**src/rtl/prim_cmd_sequencer_pkg.sv**
```systemverilog
// xv: renderer opcodes, primitive codes and sequencer defaults shared by the
// command sequencer and the blocks around it.
package xv;
  typedef logic [15:0] prim_word_t;
  localparam logic [3:0] PR_NOP     = 4'h0;
  localparam logic [3:0] PR_COORDX0 = 4'h1;
  localparam logic [3:0] PR_COORDY0 = 4'h2;
  localparam logic [3:0] PR_COORDX1 = 4'h3;
  localparam logic [3:0] PR_COORDY1 = 4'h4;
  localparam logic [3:0] PR_COLOR   = 4'h5;
  localparam logic [3:0] PR_EXECUTE = 4'h6;
  localparam logic [11:0] PRIM_LINE = 12'h001;
  localparam logic [11:0] PRIM_RECT = 12'h002;
  localparam int PRSEQ_START_TIMEOUT = 4;
  localparam int PRSEQ_FIFO_DEPTH = 16;
  function automatic logic [3:0] opcode_of(input prim_word_t w);
    return w[15:12];
  endfunction
endpackage

```
**src/rtl/prim_cmd_sequencer_if.sv**
```systemverilog
// prim_cmd_sequencer_if: host command write port (valid/ready handshake).
interface prim_cmd_sequencer_if;
  import xv::*;
  prim_word_t cmd;
  logic valid;
  logic ready;
  modport master (output cmd, output valid, input ready);
  modport slave (input cmd, input valid, output ready);
endinterface

```
**src/rtl/prim_cmd_fifo.sv**
```systemverilog
// prim_cmd_fifo: register-array command FIFO with push/pop/clear and a level count.
module prim_cmd_fifo #(
  parameter int DEPTH = 16,
  parameter int W = 16,
  localparam int AW = $clog2(DEPTH),
  localparam int LW = AW + 1
) (
  input  logic          clk,
  input  logic          reset_n_i,
  input  logic          clear_i,
  input  logic          push_i,
  input  logic          pop_i,
  input  logic [W-1:0]  wdata_i,
  output logic [W-1:0]  rdata_o,
  output logic [LW-1:0] level_o,
  output logic          full_o,
  output logic          empty_o
);
  logic [W-1:0] mem_q [DEPTH];
  logic [AW-1:0] wptr_q, wptr_d, rptr_q, rptr_d;
  logic [LW-1:0] level_q, level_d;
  logic do_push, do_pop;
  assign full_o  = level_q == LW'(DEPTH);
  assign empty_o = level_q == '0;
  // A write into a full FIFO is dropped even when a pop frees a slot this cycle.
  assign do_push = push_i && !full_o && !clear_i;
  assign do_pop  = pop_i && !empty_o && !clear_i;
  assign rdata_o = mem_q[rptr_q];
  assign level_o = level_q;
  always_comb begin
    wptr_d  = clear_i ? '0 : wptr_q + AW'(do_push);
    rptr_d  = clear_i ? '0 : rptr_q + AW'(do_pop);
    level_d = clear_i ? '0 : level_q + LW'(do_push) - LW'(do_pop);
  end
  always_ff @(posedge clk)
    if (do_push) mem_q[wptr_q] <= wdata_i;
  always_ff @(posedge clk or negedge reset_n_i) begin
    if (!reset_n_i) begin
      wptr_q  <= '0;
      rptr_q  <= '0;
      level_q <= '0;
    end else begin
      wptr_q  <= wptr_d;
      rptr_q  <= rptr_d;
      level_q <= level_d;
    end
  end
endmodule

```
**src/rtl/prim_cmd_sequencer.sv**
```systemverilog
// prim_cmd_sequencer: buffers host command words and feeds them to the renderer,
// holding off while an EXECUTE'd primitive is starting or drawing.
module prim_cmd_sequencer
  import xv::*;
#(
  parameter int FIFO_DEPTH = PRSEQ_FIFO_DEPTH,
  parameter int START_TIMEOUT = PRSEQ_START_TIMEOUT
) (
  input  logic                        clk,
  input  logic                        reset_n_i,
  prim_cmd_sequencer_if.slave         host,
  input  logic                        clear_i,
  input  logic                        prim_busy_i,
  output prim_word_t                  prim_cmd_o,
  output logic                        prim_cmd_valid_o,
  output logic [$clog2(FIFO_DEPTH):0] fifo_level_o,
  output logic                        overflow_o,
  output logic                        idle_o
);
  localparam int CW = $clog2(START_TIMEOUT + 2);
  typedef logic [1:0] state_t;
  localparam state_t ISSUE      = 2'd0;
  localparam state_t WAIT_START = 2'd1;
  localparam state_t WAIT_DONE  = 2'd2;

  state_t state_q, state_d;
  logic [CW-1:0] cnt_q, cnt_d;
  prim_word_t prim_cmd_q, prim_cmd_d, fifo_rdata;
  logic valid_q, valid_d, overflow_q, overflow_d;
  logic fifo_full, fifo_empty, pop, is_exec;

  prim_cmd_fifo #(.DEPTH(FIFO_DEPTH), .W(16)) u_fifo (
    .clk       (clk),
    .reset_n_i (reset_n_i),
    .clear_i   (clear_i),
    .push_i    (host.valid),
    .pop_i     (pop),
    .wdata_i   (host.cmd),
    .rdata_o   (fifo_rdata),
    .level_o   (fifo_level_o),
    .full_o    (fifo_full),
    .empty_o   (fifo_empty)
  );

  // Never pop mid-draw: the renderer is still reading the coordinate/colour registers.
  assign pop     = state_q == ISSUE && !fifo_empty && !prim_busy_i && !clear_i;
  assign is_exec = opcode_of(fifo_rdata) == PR_EXECUTE;

  always_comb begin
    state_d    = state_q;
    cnt_d      = cnt_q;
    if (state_q == ISSUE) begin
      state_d = (pop && is_exec) ? WAIT_START : ISSUE;
      cnt_d   = (pop && is_exec) ? CW'(START_TIMEOUT) : cnt_q;
    end else if (state_q == WAIT_START) begin
      // Busy never rising (unsupported primitive, zero-length draw) times out back to ISSUE.
      state_d = clear_i ? ISSUE : prim_busy_i ? WAIT_DONE : (cnt_q <= CW'(1)) ? ISSUE : WAIT_START;
      cnt_d   = (cnt_q != '0) ? cnt_q - CW'(1) : '0;
    end else begin
      state_d = prim_busy_i ? WAIT_DONE : ISSUE;
    end
    valid_d    = pop;
    prim_cmd_d = pop ? fifo_rdata : prim_cmd_q;
    overflow_d = clear_i ? 1'b0 : (overflow_q | (host.valid & fifo_full));
  end

  always_ff @(posedge clk or negedge reset_n_i) begin
    if (!reset_n_i) begin
      state_q    <= ISSUE;
      cnt_q      <= '0;
      prim_cmd_q <= '0;
      valid_q    <= 1'b0;
      overflow_q <= 1'b0;
    end else begin
      state_q    <= state_d;
      cnt_q      <= cnt_d;
      prim_cmd_q <= prim_cmd_d;
      valid_q    <= valid_d;
      overflow_q <= overflow_d;
    end
  end

  assign host.ready       = !fifo_full;
  assign prim_cmd_o       = prim_cmd_q;
  assign prim_cmd_valid_o = valid_q;
  assign overflow_o       = overflow_q;
  assign idle_o           = fifo_empty && state_q == ISSUE && !prim_busy_i;
endmodule

```
**src/flat_wrapper.sv**
```systemverilog
// flat-port wrapper written by rule: the top's interface ports become plain ports
module prim_cmd_sequencer_flat import xv::*;
#(
  parameter int FIFO_DEPTH = PRSEQ_FIFO_DEPTH,
  parameter int START_TIMEOUT = PRSEQ_START_TIMEOUT
)
  (clk, reset_n_i, clear_i, prim_busy_i, prim_cmd_o, prim_cmd_valid_o, fifo_level_o, overflow_o, idle_o, host_cmd, host_valid, host_ready);
  prim_cmd_sequencer_if host_i ();
  input  logic clk;
  input  logic reset_n_i;
  input  logic clear_i;
  input  logic prim_busy_i;
  output prim_word_t prim_cmd_o;
  output logic prim_cmd_valid_o;
  output logic [$clog2(FIFO_DEPTH):0] fifo_level_o;
  output logic overflow_o;
  output logic idle_o;
  input wire logic [$bits(host_i.cmd)-1:0] host_cmd;
  input wire logic [$bits(host_i.valid)-1:0] host_valid;
  output wire logic [$bits(host_i.ready)-1:0] host_ready;
  assign host_i.cmd = host_cmd;
  assign host_i.valid = host_valid;
  assign host_ready = host_i.ready;
  prim_cmd_sequencer #(.FIFO_DEPTH(FIFO_DEPTH), .START_TIMEOUT(START_TIMEOUT)) u_core (.clk(clk), .reset_n_i(reset_n_i), .host(host_i), .clear_i(clear_i), .prim_busy_i(prim_busy_i), .prim_cmd_o(prim_cmd_o), .prim_cmd_valid_o(prim_cmd_valid_o), .fifo_level_o(fifo_level_o), .overflow_o(overflow_o), .idle_o(idle_o));
endmodule
```
**config.mk**
```make
export PLATFORM = sky130hd
export DESIGN_NAME = prim_cmd_sequencer_flat
export DESIGN_NICKNAME = d
export VERILOG_FILES = /design/src/rtl/prim_cmd_sequencer_pkg.sv /design/src/rtl/prim_cmd_sequencer_if.sv /design/src/rtl/prim_cmd_fifo.sv /design/src/rtl/prim_cmd_sequencer.sv /design/src/flat_wrapper.sv
export SDC_FILE = /design/constraint.sdc
export NUM_CORES = 1
export LEC_CHECK = 0
export ABC_AREA = 1
export CORE_MARGIN = 2
export CORE_UTILIZATION = 60
export DETAILED_ROUTE_END_ITERATION = 10
export GPL_TIMING_DRIVEN = 1
export PLACE_DENSITY = 0.79
export SLEW_MARGIN = 20
export SYNTH_ARGS = -nofsm -noshare
export SYNTH_HDL_FRONTEND = slang
export SYNTH_SLANG_ARGS = --single-unit
```
**constraint.sdc**
```tcl
create_clock -name clk -period 6.85 [get_ports clk]
set_input_delay 1.37 -clock clk [delete_from_list [all_inputs] [get_ports clk]]
set_output_delay 1.37 -clock clk [all_outputs]
set_load 0.01 [all_outputs]
```
# Word level (Yosys, flattened, before mapping)
# Memory sizes are Yosys's and may differ from the RTL's.
# Cells that the tools add are included.
# op_classes
addsub,5
mul,0
div,0
magnitude_cmp,1
n_eq_ne,4
n_shift,0
mux,17
bitwise_logic,2
n_reduce_logical,19
# ops
cell,n
two-way mux 3 bit,4
logical AND 1 bit,10
two-way mux 2 bit,5
adder 4 x 1 -> 4 bit,2
two-way mux 4 bit,2
adder 5 x 1 -> 5 bit,1
equality test 5 bit (second input constant),1
zero test 5 bit,1
two-way mux 1 bit,5
two-way mux 5 bit,1
subtractor 5 x 1 -> 5 bit,1
equality test 4 x 3 -> 1 bit (second input constant),1
zero test 1 bit,4
less-or-equal comparator 3 x 1 -> 1 bit (second input constant),1
nonzero test 3 bit,1
subtractor 3 x 1 -> 3 bit (second input constant),1
equality test 2 x 1 -> 1 bit (second input constant),1
zero test 2 bit,1
!= test 2 bit (second input constant),1
AND reduction 2 bit,1
nonzero test 2 bit,1
bitwise AND 1 bit,1
OR 1 bit,1
# totals
regBits,36
latchBits,0
ramBits,256
romBits,0
inputBits,21
out_inout_bits,25
elab_cells,57
memories,1
# memory_table
name,words,width,read_ports,rd_clocked_by_memory_dff,write_ports,line,rtl
u_core.u_fifo.mem_q,16,16,1,0,1,prim_cmd_fifo.sv:19,logic [W-1:0] mem_q [DEPTH];

# Longest topological paths before layout
# logic_depth
depth_word,9
mapped_depth,16
depth_no_buf,16

# Modules after synthesis
# Synthesis repeated with hierarchy kept, for this count alone.
# unflattened
cells_unflattened,1261
area_unflattened_um2,12778.5
# by_module_without_submodules
module,n_inst,cells_per_inst,area_per_inst_um2,seq_area_each_um2
prim_cmd_fifo,1,1149,11813.8,8012.7
prim_cmd_sequencer,1,112,964.7,575.6

# Worst setup path before layout
# OpenSTA, ideal clock, no wires.
# synth_path
path_kind,input-to-reg
startpoint,in clear_i
endpoint,reg u_core.u_fifo.level_q[4] (netlist: u_core.u_fifo.level_o[4])
setup_time_ns,0.121
arrival_ns,3.211
required_ns,6.729
setup_slack_ns,3.517
path_stages,15
path_buffers,1
cell_sequence,buf_2 -> clkinv_1 -> nand4_1 -> inv_1 -> ha_1 -> inv_1 -> ha_1 -> inv_1 -> fa_1 -> inv_1 -> a21oi_1 -> nor2_1 -> nor2_1 -> xor2_1 -> nor2_1
# synth_via
elab_chain_len,6
elab_cells_between_ends,8
classes_between,add/sub: 2; mux: 1; reduce/logical: 5
# synth_lines
element,line,rtl
start: declaration,flat_wrapper.sv:11,input logic clear_i;
"parallel branches: the longest is 5 deep, another holds adder 5 x 1 -> 5 bit",n/a,
two-way mux 5 bit (*),prim_cmd_fifo.sv:33,level_d = clear_i ? '0 : level_q + LW'(do_push) - LW'(do_pop);
named net u_core.u_fifo.level_d[4],prim_cmd_fifo.sv:21,"logic [LW-1:0] level_q, level_d;"
end signal: assignment,prim_cmd_fifo.sv:45,level_q <= level_d;
end: declaration,prim_cmd_fifo.sv:21,
# Mark *: on every way through the listed nets, which the timed path passes.
# A chain may end at the register's enable or synchronous reset.

# Worst setup path in the final report
# layout_path
startpoint,in prim_busy_i
endpoint,out idle_o
# layout_via
elab_chain_len,2
# layout_lines
element,line,rtl
start: declaration,flat_wrapper.sv:12,input logic prim_busy_i;
zero test 1 bit,prim_cmd_sequencer.sv:87,assign idle_o = fifo_empty && state_q == ISSUE && !prim_busy_i;
logical AND 1 bit,prim_cmd_sequencer.sv:87,
end: declaration,flat_wrapper.sv:17,output logic idle_o;
# Every way passes these cells.

==> metrics <==
reg-to-reg critical path startpoint u_core.u_fifo.rptr_q[0]$_DFF_PN0_; number of antenna violations at the first check in global routing 0; horizontal extent of the die 144.8 um; fmax 0.2551 GHz; Worst R2R Setup Slack 3.73 ns; vertical die dimension 144.8 um; vias in the first global route 7355; Final GP Congestion 0.8633; nets@finish 1005; pin count of the biggest net entering global routing 105; classification of the worst-slack hold path reg -> reg; number of CTS-inserted buffers 28; FF-to-FF End u_core.cnt_q[2]$_DFFE_PN0P_; CTS tree built; cell with the largest stage delay on the worst path sky130_fd_sc_hd__clkdlybuf4s50_1; hold buffers post-CTS 0; sum of net half-perimeters after detailed placement 15.04 mm; cell area after technology mapping 11890 um^2; worst endpoint required time 5.48 ns; worst-case vdd ir drop 227.0 uV; clock period minus worst slack 3.921 ns; post_cts resized 0; GRT overflow 0; vias 7578; initial cell density of the core 61.10%; Avg Vias per Cell 6.024; total number of H-tree levels 1; Critical Path Source Type input pin; per-instance average area after synthesis 12.56 um^2; floorplan die area 20960 um^2; Total Routed Length 26.45 mm; Detailed Routing Iterations Pass 1 6; Syn Nets 981; starting DRC count in detailed routing 804; length in cells of the worst reg-to-reg path 12; count of unique library cells instantiated by Yosys 34; total power divided by cell area 332.5 nW/um^2; max-capacitance violation count 0; number of buffers on the longest clock path 3; wire length of the first global-routing pass 40.37 mm; mean routed wirelength per cell 21.02 um; number of antenna cells inserted 0; Top cell by count, worst path sky130_fd_sc_hd__clkdlybuf4s50_1; CP max stage delay 0.56 ns; share of the cycle needed by the critical path after routing 57.24%; post-synthesis sequential element count 292; worst setup path start prim_busy_i; fraction of the yosys area taken by sequential cells 72.22%; layout-stage area growth over the synthesis result 12.31%; series of cell instances along the critical path clkdlybuf4s50_1 > nor3_1 > clkdlybuf4s50_1; unrepaired setup endpoints after global routing no; floorplan row count 51; clock edge transition at the registers on the reported setup and hold paths 0.06 ns; total of endpoints with negative setup slack in the final report 0; post-synthesis instance total 947; final setup TNS 0 ns; startpoint-to-endpoint class of the critical path in -> out; fraction of final layout cells with drive strength greater than 1 7.553%; PortBufs 45; Critical path destination idle_o; CTS Root Cell sky130_fd_sc_hd__clkbuf_16; clock sink count 292; Max transition margin 29.00%; arrival time at the worst endpoint 2.55 ns; number of endpoints with negative hold slack in the final report 0; Worst Skew 0.01386 ns; leakage dissipation 4.727 nW; total DRC errors in the routed layout 0; Max Slew Vio Count 0; core region area 19460 um^2; remaining antenna violation count 0; slew at the pin closest to its max-slew limit 1.064 ns; count of fill cells added during filler insertion 1317; outcome finished, final reports clean; Synth Warn # 0; clock network latency to the later pin of the worst-skew pair 0.54 ns; maximum fanout along the worst path 2; overall routing resource usage 25.76%; kind of end point of the critical path primary output; Post-Route Hold Slack 0.5091 ns; Setup Buffers After CTS 0; I/O Pins 46
-- registers in the layout, summed over array words and instances (netlist names) --
name	cells
u_core.u_fifo.rptr_q	4
u_core.overflow_o	1
u_core.u_fifo.wptr_q	4
u_core.cnt_q	3
u_core.u_fifo.mem_q	256
u_core.u_fifo.level_o	5
u_core.state_q	2
u_core.prim_cmd_o	16
u_core.prim_cmd_valid_o	1
-- synth_stat cells (all sizes together) --
cell | n | area [um^2]
clkinv | 2 | 7.510
dfrtp | 36 | 900.9
nor3 | 2 | 10.01
inv | 68 | 255.3
o221ai | 31 | 271.5
edfxtp | 256 | 7687
a21oi | 8 | 43.79
xnor2 | 2 | 17.52
nand2 | 105 | 401.6
a211oi | 2 | 15.01
o211ai | 17 | 127.6
o2111ai | 1 | 8.760
o21ai | 106 | 530.5
nor2 | 146 | 550.5
o22ai | 17 | 106.4
or2 | 1 | 6.260
a31oi | 15 | 93.84
nand3 | 59 | 300.3
xor2 | 1 | 8.760
buf | 33 | 269.0
clkbuf | 23 | 90.08
nand4 | 3 | 18.77
fa | 1 | 20.02
ha | 12 | 150.1
-- area by class of cell --
| class | count | area (um^2) | area share, % |
|---|---|---|---|
| repair buffers | 50 | 483.0 | 3.616 |
| well taps | 265 | 331.6 | 2.483 |
| clock buffers | 39 | 793.3 | 5.940 |
| inverters | 70 | 265.3 | 1.986 |
| flip-flops and latches | 292 | 8593 | 64.34 |
| multi-input cells | 529 | 2721 | 20.38 |
| clock inverters | 13 | 167.7 | 1.255 |
-- metrics by stage --
stage	setup WS [ns]	area (um^2)	utilization (%)	total power, mW	std cells
floorplan	3.517	11890	-	2.605	947
global placement	2.596	12390	63.68	2.842	1206
detailed placement	2.570	12390	63.68	2.869	1206
CTS	2.931	13350	68.61	4.450	1258
global route	2.872	13360	68.62	4.611	1258
finish	2.929	13360	68.62	4.441	1258
-- critical path, delay by kind of cell --
kind	cells	cell delay (ns)
buf+inv	2	0.99
simple gates	1	0.19
-- cell usage in the layout, fill, tap and decap left out, types with 2 or more instances in the layout --
master / Yosys / routed
sky130_fd_sc_hd__clkbuf_16: 0 / 29
sky130_fd_sc_hd__a211oi_1: 2 / 2
sky130_fd_sc_hd__o22ai_1: 17 / 17
sky130_fd_sc_hd__o221ai_1: 31 / 31
sky130_fd_sc_hd__clkbuf_1: 20 / 7
sky130_fd_sc_hd__clkinv_1: 2 / 5
sky130_fd_sc_hd__bufinv_16: 0 / 4
sky130_fd_sc_hd__xnor2_1: 2 / 2
sky130_fd_sc_hd__nor3_1: 2 / 2
sky130_fd_sc_hd__clkbuf_8: 0 / 3
sky130_fd_sc_hd__o211ai_1: 17 / 17
sky130_fd_sc_hd__edfxtp_1: 256 / 256
sky130_fd_sc_hd__o21ai_1: 7 / 7
sky130_fd_sc_hd__dfrtp_1: 36 / 34
sky130_fd_sc_hd__nand2_2: 3 / 3
sky130_fd_sc_hd__a21oi_1: 7 / 7
sky130_fd_sc_hd__nand4_1: 3 / 3
sky130_fd_sc_hd__ha_1: 12 / 12
sky130_fd_sc_hd__clkinvlp_2: 0 / 2
sky130_fd_sc_hd__clkdlybuf4s50_1: 0 / 44
sky130_fd_sc_hd__inv_1: 66 / 66
sky130_fd_sc_hd__nor2_1: 145 / 129
sky130_fd_sc_hd__a31oi_1: 15 / 15
sky130_fd_sc_hd__clkinv_2: 0 / 4
sky130_fd_sc_hd__nor2_2: 1 / 17
sky130_fd_sc_hd__nand2_1: 102 / 102
sky130_fd_sc_hd__nand3_1: 58 / 58
sky130_fd_sc_hd__o21ai_0: 99 / 99
sky130_fd_sc_hd__buf_4: 5 / 5
-- how the worst min path moves through the flow --
| stage | from | endpoint | cells after the start |
|---|---|---|---|
| after floorplan | u_core.cnt_q[1]$_DFFE_PN0P_ | u_core.cnt_q[1]$_DFFE_PN0P_ | 2 |
| after global placement | u_core.overflow_o$_DFF_PN0_ | u_core.overflow_o$_DFF_PN0_ | 2 |
| after detailed placement | u_core.overflow_o$_DFF_PN0_ | u_core.overflow_o$_DFF_PN0_ | 2 |
| after CTS | u_core.overflow_o$_DFF_PN0_ | u_core.overflow_o$_DFF_PN0_ | 2 |
| after global routing | u_core.overflow_o$_DFF_PN0_ | u_core.overflow_o$_DFF_PN0_ | 2 |
| final | u_core.overflow_o$_DFF_PN0_ | u_core.overflow_o$_DFF_PN0_ | 2 |
-- where the power goes --
group,switching (mW),leakage (nW),internal (mW)
clock network,0.639,0.461,0.957
registers,0.0826,2.75,2.03
logic,0.447,1.52,0.290
total,1.17,4.73,3.27
-- cell families (layout without fill, tap and decap cells) --
family | Yosys count | after routing | synth area share [%]
and+or+nand+nor | 316 | 316 | 10.83
DFF | 292 | 292 | 72.22
AOI/OAI and AO/OA | 197 | 197 | 10.07
buffers and inverters | 126 | 172 | 5.229
adders and majority gates | 13 | 13 | 1.431
xor gates and xnor gates | 3 | 3 | 0.2210
-- metal layers --
metal  wire [um]  vias to the layer above  track usage (%)
li1            -                     3449                -
met4         995                        0            11.50
met2       12770                      402            41.71
met3        2345                       67            3.916
met1       10330                     3660            35.07
met5           0                        -                0
(Power assumes the default switching activity.)
